==> config.mk <==
export PLATFORM = sky130hd
export DESIGN_NAME = decode_stage_flat
export DESIGN_NICKNAME = d
export VERILOG_FILES = /design/src/rtl/decode_stage_if.sv /design/src/rtl/decode_stage.sv /design/src/flat_wrapper.sv
export SDC_FILE = /design/constraint.sdc
export NUM_CORES = 1
export LEC_CHECK = 0
export BUFFER_PORTS_ARGS = -buffer_cell sky130_fd_sc_hd__buf_4
export CAP_MARGIN = 30
export CORE_MARGIN = 2
export CORE_UTILIZATION = 49
export DETAILED_ROUTE_END_ITERATION = 16
export MAX_ROUTING_LAYER = met4
export PLACE_DENSITY = 0.82
export SLEW_MARGIN = 40
export SYNTH_ARGS = -nofsm -noshare
export SYNTH_HDL_FRONTEND = slang
export SYNTH_SLANG_ARGS = --single-unit
export TNS_END_PERCENT = 30
==> constraint.sdc <==
create_clock -name clk -period 3.45 [get_ports clk]
set_input_delay 0.69 -clock clk [delete_from_list [all_inputs] [get_ports clk]]
set_output_delay 0.69 -clock clk [all_outputs]
set_load 0.02 [all_outputs]
==> src/rtl/decode_stage_if.sv <==
// Decode stage port bundle: fetch handshake, register-file read/writeback taps,
// and the operand bundle handshake toward execute.
interface decode_stage_if;
  logic        in_valid;
  logic        in_ready;
  logic [15:0] in_instr;
  logic [2:0]  rf_rs;
  logic [2:0]  rf_rt;
  logic [7:0]  rf_rs_data;
  logic [7:0]  rf_rt_data;
  logic        wb_valid;
  logic [2:0]  wb_rd;
  logic        out_valid;
  logic        out_ready;
  logic [3:0]  out_op;
  logic [2:0]  out_rd;
  logic        out_is_imm;
  logic [7:0]  out_imm;
  logic [7:0]  out_a;
  logic [7:0]  out_b;

  // Environment side: fetch, register file, writeback and execute.
  modport master (
    output in_valid, in_instr, rf_rs_data, rf_rt_data, wb_valid, wb_rd, out_ready,
    input  in_ready, rf_rs, rf_rt, out_valid, out_op, out_rd, out_is_imm, out_imm,
           out_a, out_b
  );

  // Decode stage side.
  modport slave (
    input  in_valid, in_instr, rf_rs_data, rf_rt_data, wb_valid, wb_rd, out_ready,
    output in_ready, rf_rs, rf_rt, out_valid, out_op, out_rd, out_is_imm, out_imm,
           out_a, out_b
  );
endinterface

==> src/rtl/decode_stage.sv <==
// Decode stage: holds one instruction, reads the register file with a pending-write
// scoreboard guarding RAW hazards, and presents a registered operand bundle.
module decode_stage (
  input  logic           clk,
  input  logic           reset,
  decode_stage_if.slave  bus
);

  typedef enum logic [1:0] {StIdle, StRead, StData, StHold} state_e;

  state_e      state_q, state_d;
  logic [15:0] instr_q, instr_d;
  logic [7:0]  busy_q, busy_d;

  logic        out_valid_q;
  logic [3:0]  out_op_q;
  logic [2:0]  out_rd_q;
  logic        out_is_imm_q;
  logic [7:0]  out_imm_q;
  logic [7:0]  out_a_q;
  logic [7:0]  out_b_q;

  logic [3:0]  op;
  logic        is_imm;
  logic        is_nop;
  logic [2:0]  rs, rt, rd;
  logic [7:0]  imm;
  logic        in_ready;
  logic        accept;
  logic        issue;
  logic        stall;

  // Field decode of the held instruction.
  always_comb begin
    op     = instr_q[15:12];
    is_imm = op[3];
    is_nop = (op == 4'h0);
    rd     = (is_nop || op == 4'h6) ? 3'd0 : instr_q[11:9];
    rs     = is_nop ? 3'd0 : (is_imm ? instr_q[11:9] : instr_q[8:6]);
    rt     = (is_nop || is_imm) ? 3'd0 : instr_q[5:3];
    imm    = is_imm ? instr_q[7:0] : 8'h00;
  end

  assign in_ready = !reset && ((state_q == StIdle) || (state_q == StHold && bus.out_ready));
  assign accept   = bus.in_valid && in_ready;
  assign issue    = (state_q == StHold) && bus.out_ready;
  // The register file drops reads on write cycles, so any writeback stalls too.
  assign stall    = bus.wb_valid || busy_q[rs] || busy_q[rt];

  always_comb begin
    state_d = state_q;
    instr_d = instr_q;
    unique case (state_q)
      StIdle: begin
        if (accept) begin
          instr_d = bus.in_instr;
          state_d = StRead;
        end
      end
      StRead: begin
        if (!stall) state_d = StData;
      end
      StData: state_d = StHold;
      StHold: begin
        if (bus.out_ready) begin
          if (accept) begin
            instr_d = bus.in_instr;
            state_d = StRead;
          end else begin
            state_d = StIdle;
          end
        end
      end
      default: state_d = StIdle;
    endcase
  end

  // Set on issue overrides a same-edge writeback clear.
  always_comb begin
    busy_d = busy_q;
    if (bus.wb_valid) busy_d[bus.wb_rd] = 1'b0;
    if (issue && out_rd_q != 3'd0) busy_d[out_rd_q] = 1'b1;
    busy_d[0] = 1'b0;
  end

  always_ff @(posedge clk) begin
    if (reset) begin
      state_q      <= StIdle;
      instr_q      <= 16'h0000;
      busy_q       <= 8'h00;
      out_valid_q  <= 1'b0;
      out_op_q     <= 4'h0;
      out_rd_q     <= 3'd0;
      out_is_imm_q <= 1'b0;
      out_imm_q    <= 8'h00;
      out_a_q      <= 8'h00;
      out_b_q      <= 8'h00;
    end else begin
      state_q <= state_d;
      instr_q <= instr_d;
      busy_q  <= busy_d;
      if (state_q == StData) begin
        out_valid_q  <= 1'b1;
        out_op_q     <= op;
        out_rd_q     <= rd;
        out_is_imm_q <= is_imm;
        out_imm_q    <= imm;
        out_a_q      <= (rs == 3'd0) ? 8'h00 : bus.rf_rs_data;
        out_b_q      <= (rt == 3'd0) ? 8'h00 : bus.rf_rt_data;
      end else if (issue) begin
        out_valid_q <= 1'b0;
      end
    end
  end

  assign bus.in_ready   = in_ready;
  assign bus.rf_rs      = rs;
  assign bus.rf_rt      = rt;
  assign bus.out_valid  = out_valid_q;
  assign bus.out_op     = out_op_q;
  assign bus.out_rd     = out_rd_q;
  assign bus.out_is_imm = out_is_imm_q;
  assign bus.out_imm    = out_imm_q;
  assign bus.out_a      = out_a_q;
  assign bus.out_b      = out_b_q;

endmodule

==> src/flat_wrapper.sv <==
// flat-port wrapper written by rule: the top's interface ports become plain ports
module decode_stage_flat 
  (clk, reset, bus_in_valid, bus_in_instr, bus_rf_rs_data, bus_rf_rt_data, bus_wb_valid, bus_wb_rd, bus_out_ready, bus_in_ready, bus_rf_rs, bus_rf_rt, bus_out_valid, bus_out_op, bus_out_rd, bus_out_is_imm, bus_out_imm, bus_out_a, bus_out_b);
  decode_stage_if bus_i ();
  input  logic clk;
  input  logic reset;
  input wire logic [$bits(bus_i.in_valid)-1:0] bus_in_valid;
  input wire logic [$bits(bus_i.in_instr)-1:0] bus_in_instr;
  input wire logic [$bits(bus_i.rf_rs_data)-1:0] bus_rf_rs_data;
  input wire logic [$bits(bus_i.rf_rt_data)-1:0] bus_rf_rt_data;
  input wire logic [$bits(bus_i.wb_valid)-1:0] bus_wb_valid;
  input wire logic [$bits(bus_i.wb_rd)-1:0] bus_wb_rd;
  input wire logic [$bits(bus_i.out_ready)-1:0] bus_out_ready;
  output wire logic [$bits(bus_i.in_ready)-1:0] bus_in_ready;
  output wire logic [$bits(bus_i.rf_rs)-1:0] bus_rf_rs;
  output wire logic [$bits(bus_i.rf_rt)-1:0] bus_rf_rt;
  output wire logic [$bits(bus_i.out_valid)-1:0] bus_out_valid;
  output wire logic [$bits(bus_i.out_op)-1:0] bus_out_op;
  output wire logic [$bits(bus_i.out_rd)-1:0] bus_out_rd;
  output wire logic [$bits(bus_i.out_is_imm)-1:0] bus_out_is_imm;
  output wire logic [$bits(bus_i.out_imm)-1:0] bus_out_imm;
  output wire logic [$bits(bus_i.out_a)-1:0] bus_out_a;
  output wire logic [$bits(bus_i.out_b)-1:0] bus_out_b;
  assign bus_i.in_valid = bus_in_valid;
  assign bus_i.in_instr = bus_in_instr;
  assign bus_i.rf_rs_data = bus_rf_rs_data;
  assign bus_i.rf_rt_data = bus_rf_rt_data;
  assign bus_i.wb_valid = bus_wb_valid;
  assign bus_i.wb_rd = bus_wb_rd;
  assign bus_i.out_ready = bus_out_ready;
  assign bus_in_ready = bus_i.in_ready;
  assign bus_rf_rs = bus_i.rf_rs;
  assign bus_rf_rt = bus_i.rf_rt;
  assign bus_out_valid = bus_i.out_valid;
  assign bus_out_op = bus_i.out_op;
  assign bus_out_rd = bus_i.out_rd;
  assign bus_out_is_imm = bus_i.out_is_imm;
  assign bus_out_imm = bus_i.out_imm;
  assign bus_out_a = bus_i.out_a;
  assign bus_out_b = bus_i.out_b;
  decode_stage u_core (.clk(clk), .reset(reset), .bus(bus_i));
endmodule
==> flow_summary.json, run 1 <==
{
  "coreArea_sq_um": 5040,
  "avgSynthCellArea_sq_um": 9.41,
  "cts_tree": "built",
  "yosys_warnings": 0,
  "maxCapViolCount": 0,
  "drive_gt1_share_pct": 32.5,
  "cts-root-buf": "clkbuf_8",
  "cp-start-kind": "register",
  "setup_tns_ps": 0,
  "post_cts_buffers": 0,
  "postLayoutCoreUtil_pct": 66.5,
  "seq_area_frac_synth_pct": 45.2,
  "synth-edff-count": 0,
  "synth_flop_cell": "dfxtp_1",
  "critPathLaunch": "u_core.instr_q[15]",
  "critPathSlowestCell": "dfxtp_1",
  "clock_skew_ps": 6.90,
  "grt_pass1_wl_mm": 10.0,
  "path_buf_inv": 2,
  "clockBufferDepth": 2,
  "vias": 2278,
  "clock_latency_ps": 330,
  "critPathArrivalTime_ps": 1820,
  "relSlewSlack_pct": 54.2,
  "areaGrowthSynthToFinish_pct": 32.9,
  "fin_cells": 421,
  "status": "completed",
  "syn_area_sq_um": 2520,
  "syn_nets": 313,
  "grt_max_degree": 60,
  "hpwlAfterDp_mm": 4.50,
  "wl_per_cell_um": 15.0,
  "hold_viol": 0,
  "r2r-end": "u_core.bus.out_a[0]",
  "grt_pass1_vias": 2194,
  "numCtsBuffers": 9,
  "dieHeight_um": 75.8,
  "grt_setup_unrepaired": "no",
  "totalWireLength_mm": 6.33,
  "cts_sinks": 57,
  "post_cts_resized": 0,
  "cpPeakStageDelay_ps": 650,
  "crit_family": "flip-flops",
  "overflow": 0,
  "path_cells": "mux2i_1 -> nand2b_2 -> inv_1 -> buf_4",
  "critPathMaxFanout": 12,
  "peakVddDrop_mv": 0.330,
  "setup_slack_ps": 936,
  "p_per_area_nw_per_um2": 540,
  "antenna_found_initial": 0,
  "path_clk_slew_ps": 60,
  "cp-end-kind": "output port",
  "critPathKind": "reg -> out",
  "hold_class": "reg -> reg",
  "tightest_slew_ps": 686,
  "hold_ws_ps": 489,
  "path_depth": 4,
  "drt_iter0_markers": 114,
  "synth_cell_types": 43,
  "cp.required_ps": 2760,
  "firstDrtPassIters": 4,
  "initial_core_util_pct": 50.0,
  "syn_inst": 268,
  "nets": 391,
  "reg2reg_from": "u_core.state_q[0]",
  "period_share_pct": 72.9,
  "rrSetupSlack_ps": 1310,
  "fmax_mhz": 398,
  "port-buffer-count": 79,
  "fill_cells": 419,
  "num_antenna_cells": 0,
  "ys_ff_latch": 57,
  "dp_cells": 405,
  "crit_end": "bus_rf_rs[2]",
  "cts_hold_buf": 0,
  "ant_nets": 0,
  "worstHoldStart": "u_core.bus.out_valid",
  "async_flop_share_pct": 0,
  "final_cell_mix": "buf_4, nor2_1, dfxtp_1",
  "place_ws_ps": 1180,
  "fp.dieW_um": 75.8,
  "io_pins": 80,
  "finalWeightedCongestion": 0.910,
  "rows": 26,
  "r2r_cells": 6,
  "final_common_cell": "buf_4",
  "dieArea_sq_um": 5740,
  "avgViaCountPerCell": 5.41,
  "final-setup-viol-count": 0,
  "htree_levels": 3,
  "period_needed_ps": 2510,
  "p_leak_nw": 1.37,
  "grt_usage_pct": 24.0,
  "drc": 0,
  "slew_viol_final": 0
}
-- synthesized netlist by cell type (2+ instances only) --
master	count	area share, %
mux2i_1	23	9.1
a21oi_1	6	1.2
nor2b_1	7	1.7
nand3_1	4	0.79
dfxtp_1	57	45
a22oi_1	33	9.8
inv_1	5	0.74
or2_2	2	0.50
buf_4	2	0.60
a32oi_1	2	0.69
nand2b_1	4	0.99
nand4_1	2	0.50
nand2_1	3	0.45
clkbuf_1	10	1.5
and2_1	4	0.99
mux2_2	3	1.3
a221oi_1	4	1.4
nor2_1	64	9.5
nor3_1	5	0.99
ha_1	5	2.5
-- power by group --
part	internal (mW)	total, mW	switching [mW]
Combinational	0.201	0.453	0.252
Sequential	0.697	0.744	0.0471
Clock	0.350	0.614	0.264
Total	1.25	1.81	0.563
-- cell families (layout without fill, tap and decap cells) --
family                     Yosys count  in the layout  synth area share [%]
DFF                                 57             57                  45.2
and+or+nand+nor                    102            102                  19.6
AOI/OAI and AO/OA                   57             57                  17.8
buffers and inverters               19            102                  3.17
muxes                               27             27                  11.4
adders and majority gates            5              5                  2.48
xor gates and xnor gates             1              1                 0.347
-- flip-flops by register name, summed over array words and instances (netlist names) --
signal and flops:
u_core.bus.out_a 8, u_core.bus.out_b 8, u_core.bus.out_imm 8, u_core.bus.out_op 4
u_core.bus.out_rd 3, u_core.bus.out_valid 1, u_core.busy_q 7, u_core.instr_q 16
u_core.state_q 2
-- worst min-delay path, delay by kind of cell (launching register included) --
family,cells,cell delay (ps)
simple gates,1,70
compound gates,1,60
flops,1,320
-- stage by stage --
step | instance area [sq um] | power, mW
2_1_floorplan | 2520 | 1.08
3_3_place_gp | 3160 | 1.20
3_5_place_dp | 3160 | 1.21
4_1_cts | 3350 | 1.81
5_1_grt | 3350 | 1.90
6_report | 3350 | 1.81
-- how the worst min path moves through the flow --
stage / to / slack, ps / cells past startpoint
5_1_grt: u_core.bus.out_op[1] / 540 / 2
6_report: u_core.bus.out_valid / 490 / 2
4_1_cts: u_core.bus.out_valid / 500 / 2
2_1_floorplan: u_core.instr_q[8] / 460 / 2
3_3_place_gp: u_core.bus.out_imm[0] / 470 / 2
3_5_place_dp: u_core.bus.out_valid / 480 / 2
-- metal layers --
| metal | routed length, um | share of wire, % | global-route usage [%] | vias up |
|---|---|---|---|---|
| met4 | 131 | 2.1 | 9.36 | 0 |
| li1 | - | - | - | 1125 |
| met5 | 0 | 0 | - | - |
| met1 | 2740 | 43 | 30.4 | 1051 |
| met2 | 3030 | 48 | 36.1 | 87 |
| met3 | 425 | 6.7 | 7.01 | 15 |
-- cell type report --
type | count | area (sq um) | share of cell area [%]
repair buffers | 81 | 608 | 18.1
flip-flops and latches | 57 | 1140 | 34.0
clock buffers | 11 | 141 | 4.22
multi-input cells | 192 | 1300 | 38.8
inverters | 5 | 18.8 | 0.560
clock inverters | 5 | 55.1 | 1.64
well taps | 70 | 87.6 | 2.61
Note: power is estimated with default switching activity, not from simulation.
==> run 2, diff against run 1 <==
==> constraint.sdc (replaced) <==
create_clock -name clk -period 2.4 [get_ports clk]
set_input_delay 0.48 -clock clk [delete_from_list [all_inputs] [get_ports clk]]
set_output_delay 0.48 -clock clk [all_outputs]
set_load 0.02 [all_outputs]
==> flow_summary.json, run 2 (synthesized netlist as in run 1, its figures left out) <==
{
  "status": "completed",
  "worstHoldStart": "bus_rf_rt_data[7]",
  "critPathSlowestCell": "or4_4",
  "period_share_pct": 94.4,
  "areaGrowthSynthToFinish_pct": 34.5,
  "path_clk_slew_ps": 70,
  "wl_per_cell_um": 15.0,
  "nets": 393,
  "path_buf_inv": 2,
  "port-buffer-count": 79,
  "totalWireLength_mm": 6.34,
  "cp-end-kind": "output port",
  "vias": 2281,
  "tightest_slew_ps": 711,
  "dieArea_sq_um": 5740,
  "reg2reg_from": "u_core.instr_q[15]",
  "post_cts_buffers": 0,
  "holdPathStages": 3,
  "initial_core_util_pct": 50.0,
  "fmax_mhz": 442,
  "path_cells": "or4_4 -> nand2b_2 -> inv_1 -> buf_4",
  "crit_family": "simple AND/OR/NAND/NOR gates",
  "clock_skew_ps": 5.39,
  "clockBufferDepth": 2,
  "r2r_cells": 5,
  "cts_sinks": 57,
  "relSlewSlack_pct": 52.6,
  "largest-register": "u_core.instr_q",
  "dieHeight_um": 75.8,
  "holdPathEnd": "u_core.bus.out_b[7]",
  "p_leak_nw": 1.40,
  "grt_pass1_wl_mm": 10.0,
  "numCtsBuffers": 9,
  "cts_tree": "built",
  "avgViaCountPerCell": 5.39,
  "hpwlAfterDp_mm": 4.42,
  "fin_cells": 423,
  "hold_viol": 0,
  "grt_max_degree": 60,
  "rrSetupSlack_ps": 360,
  "period_needed_ps": 2260,
  "drc": 0,
  "r2r-end": "u_core.state_q[0]",
  "firstDrtPassIters": 4,
  "drt_iter0_markers": 152,
  "fp.dieW_um": 75.8,
  "cts-root-buf": "clkbuf_8",
  "path_depth": 4,
  "grt_pass1_vias": 2161,
  "cp-start-kind": "register",
  "final-setup-viol-count": 0,
  "finalWeightedCongestion": 0.950,
  "cts_hold_buf": 0,
  "peakVddDrop_mv": 0.553,
  "cpPeakStageDelay_ps": 620,
  "slew_viol_final": 0,
  "hold_class": "in -> reg",
  "dp_cells": 407,
  "critPathKind": "reg -> out",
  "cp.required_ps": 1920,
  "setup_tns_ps": 0,
  "critPathArrivalTime_ps": 1780,
  "critPathMaxFanout": 12,
  "clock_latency_ps": 350,
  "grt_setup_unrepaired": "no",
  "maxCapViolCount": 0,
  "drive_gt1_share_pct": 32.6,
  "rows": 26,
  "io_pins": 80,
  "num_antenna_cells": 0,
  "grt_usage_pct": 23.9,
  "coreArea_sq_um": 5040,
  "antenna_found_initial": 0,
  "largest_reg_flops": 16,
  "final_common_cell": "buf_4",
  "p_per_area_nw_per_um2": 808,
  "overflow": 0,
  "ant_nets": 0,
  "htree_levels": 3,
  "final_cell_mix": "buf_4, nor2_1, dfxtp_1",
  "post_cts_resized": 0
}
[run 2: worst reg2reg max path: cells and delay by family, from the launching register on]
family           cells  cell delay, ps
AND/OR/NAND/NOR      1             140
AO/OA/AOI/OAI        3             800
multiplexers         1             390
flip-flops           1             620
[run 2: layer usage]
layer / share of wire (%) / wire length, um / GRT usage, %
met3: 8.2 / 517 / 8.60
met1: 45 / 2830 / 29.9
met4: 1.4 / 87 / 8.19
met2: 46 / 2910 / 35.8
met5: 0 / 0 / -
[run 2: stage by stage]
stage | area, sq um | utilization (%) | hold slack, ps | setup WS, ps | power (mW)
floorplan | 2520 | - | 460 | 610 | 1.55
global placement | 3170 | 62.9 | 468 | 473 | 1.74
detailed placement | 3170 | 62.9 | 482 | 410 | 1.75
CTS | 3390 | 67.3 | 362 | 142 | 2.74
global route | 3390 | 67.3 | 359 | 67.7 | 2.86
finish | 3390 | 67.3 | 364 | 136 | 2.74
[run 2: worst max-delay path by stage]
stage                                   from            endpoint  slack [ps]
after floorplan            u_core.state_q[0]  u_core.instr_q[10]         610
after global placement    u_core.instr_q[15]   u_core.state_q[0]         470
after detailed placement  u_core.instr_q[15]   u_core.state_q[0]         410
after CTS                 u_core.instr_q[15]        bus_rf_rs[2]         140
after global routing      u_core.instr_q[15]        bus_rf_rs[2]          70
final                     u_core.instr_q[15]        bus_rf_rs[2]         140
[run 2: cell type report]
cell class	instances	area [sq um]
Fill cell	413	1650
Multi-Input combinational cell	192	1300
Sequential cell	57	1140
Timing Repair Buffer	83	623
Clock buffer	11	141
Tap cell	70	87.6
Clock inverter	5	78.8
Inverter	5	18.8
[run 2: power by group]
group          internal [mW]  total [mW]  switching [mW]
Clock                  0.611        1.01           0.395
Sequential              1.00        1.07          0.0696
Combinational          0.301       0.666           0.365
Total                   1.91        2.74           0.829
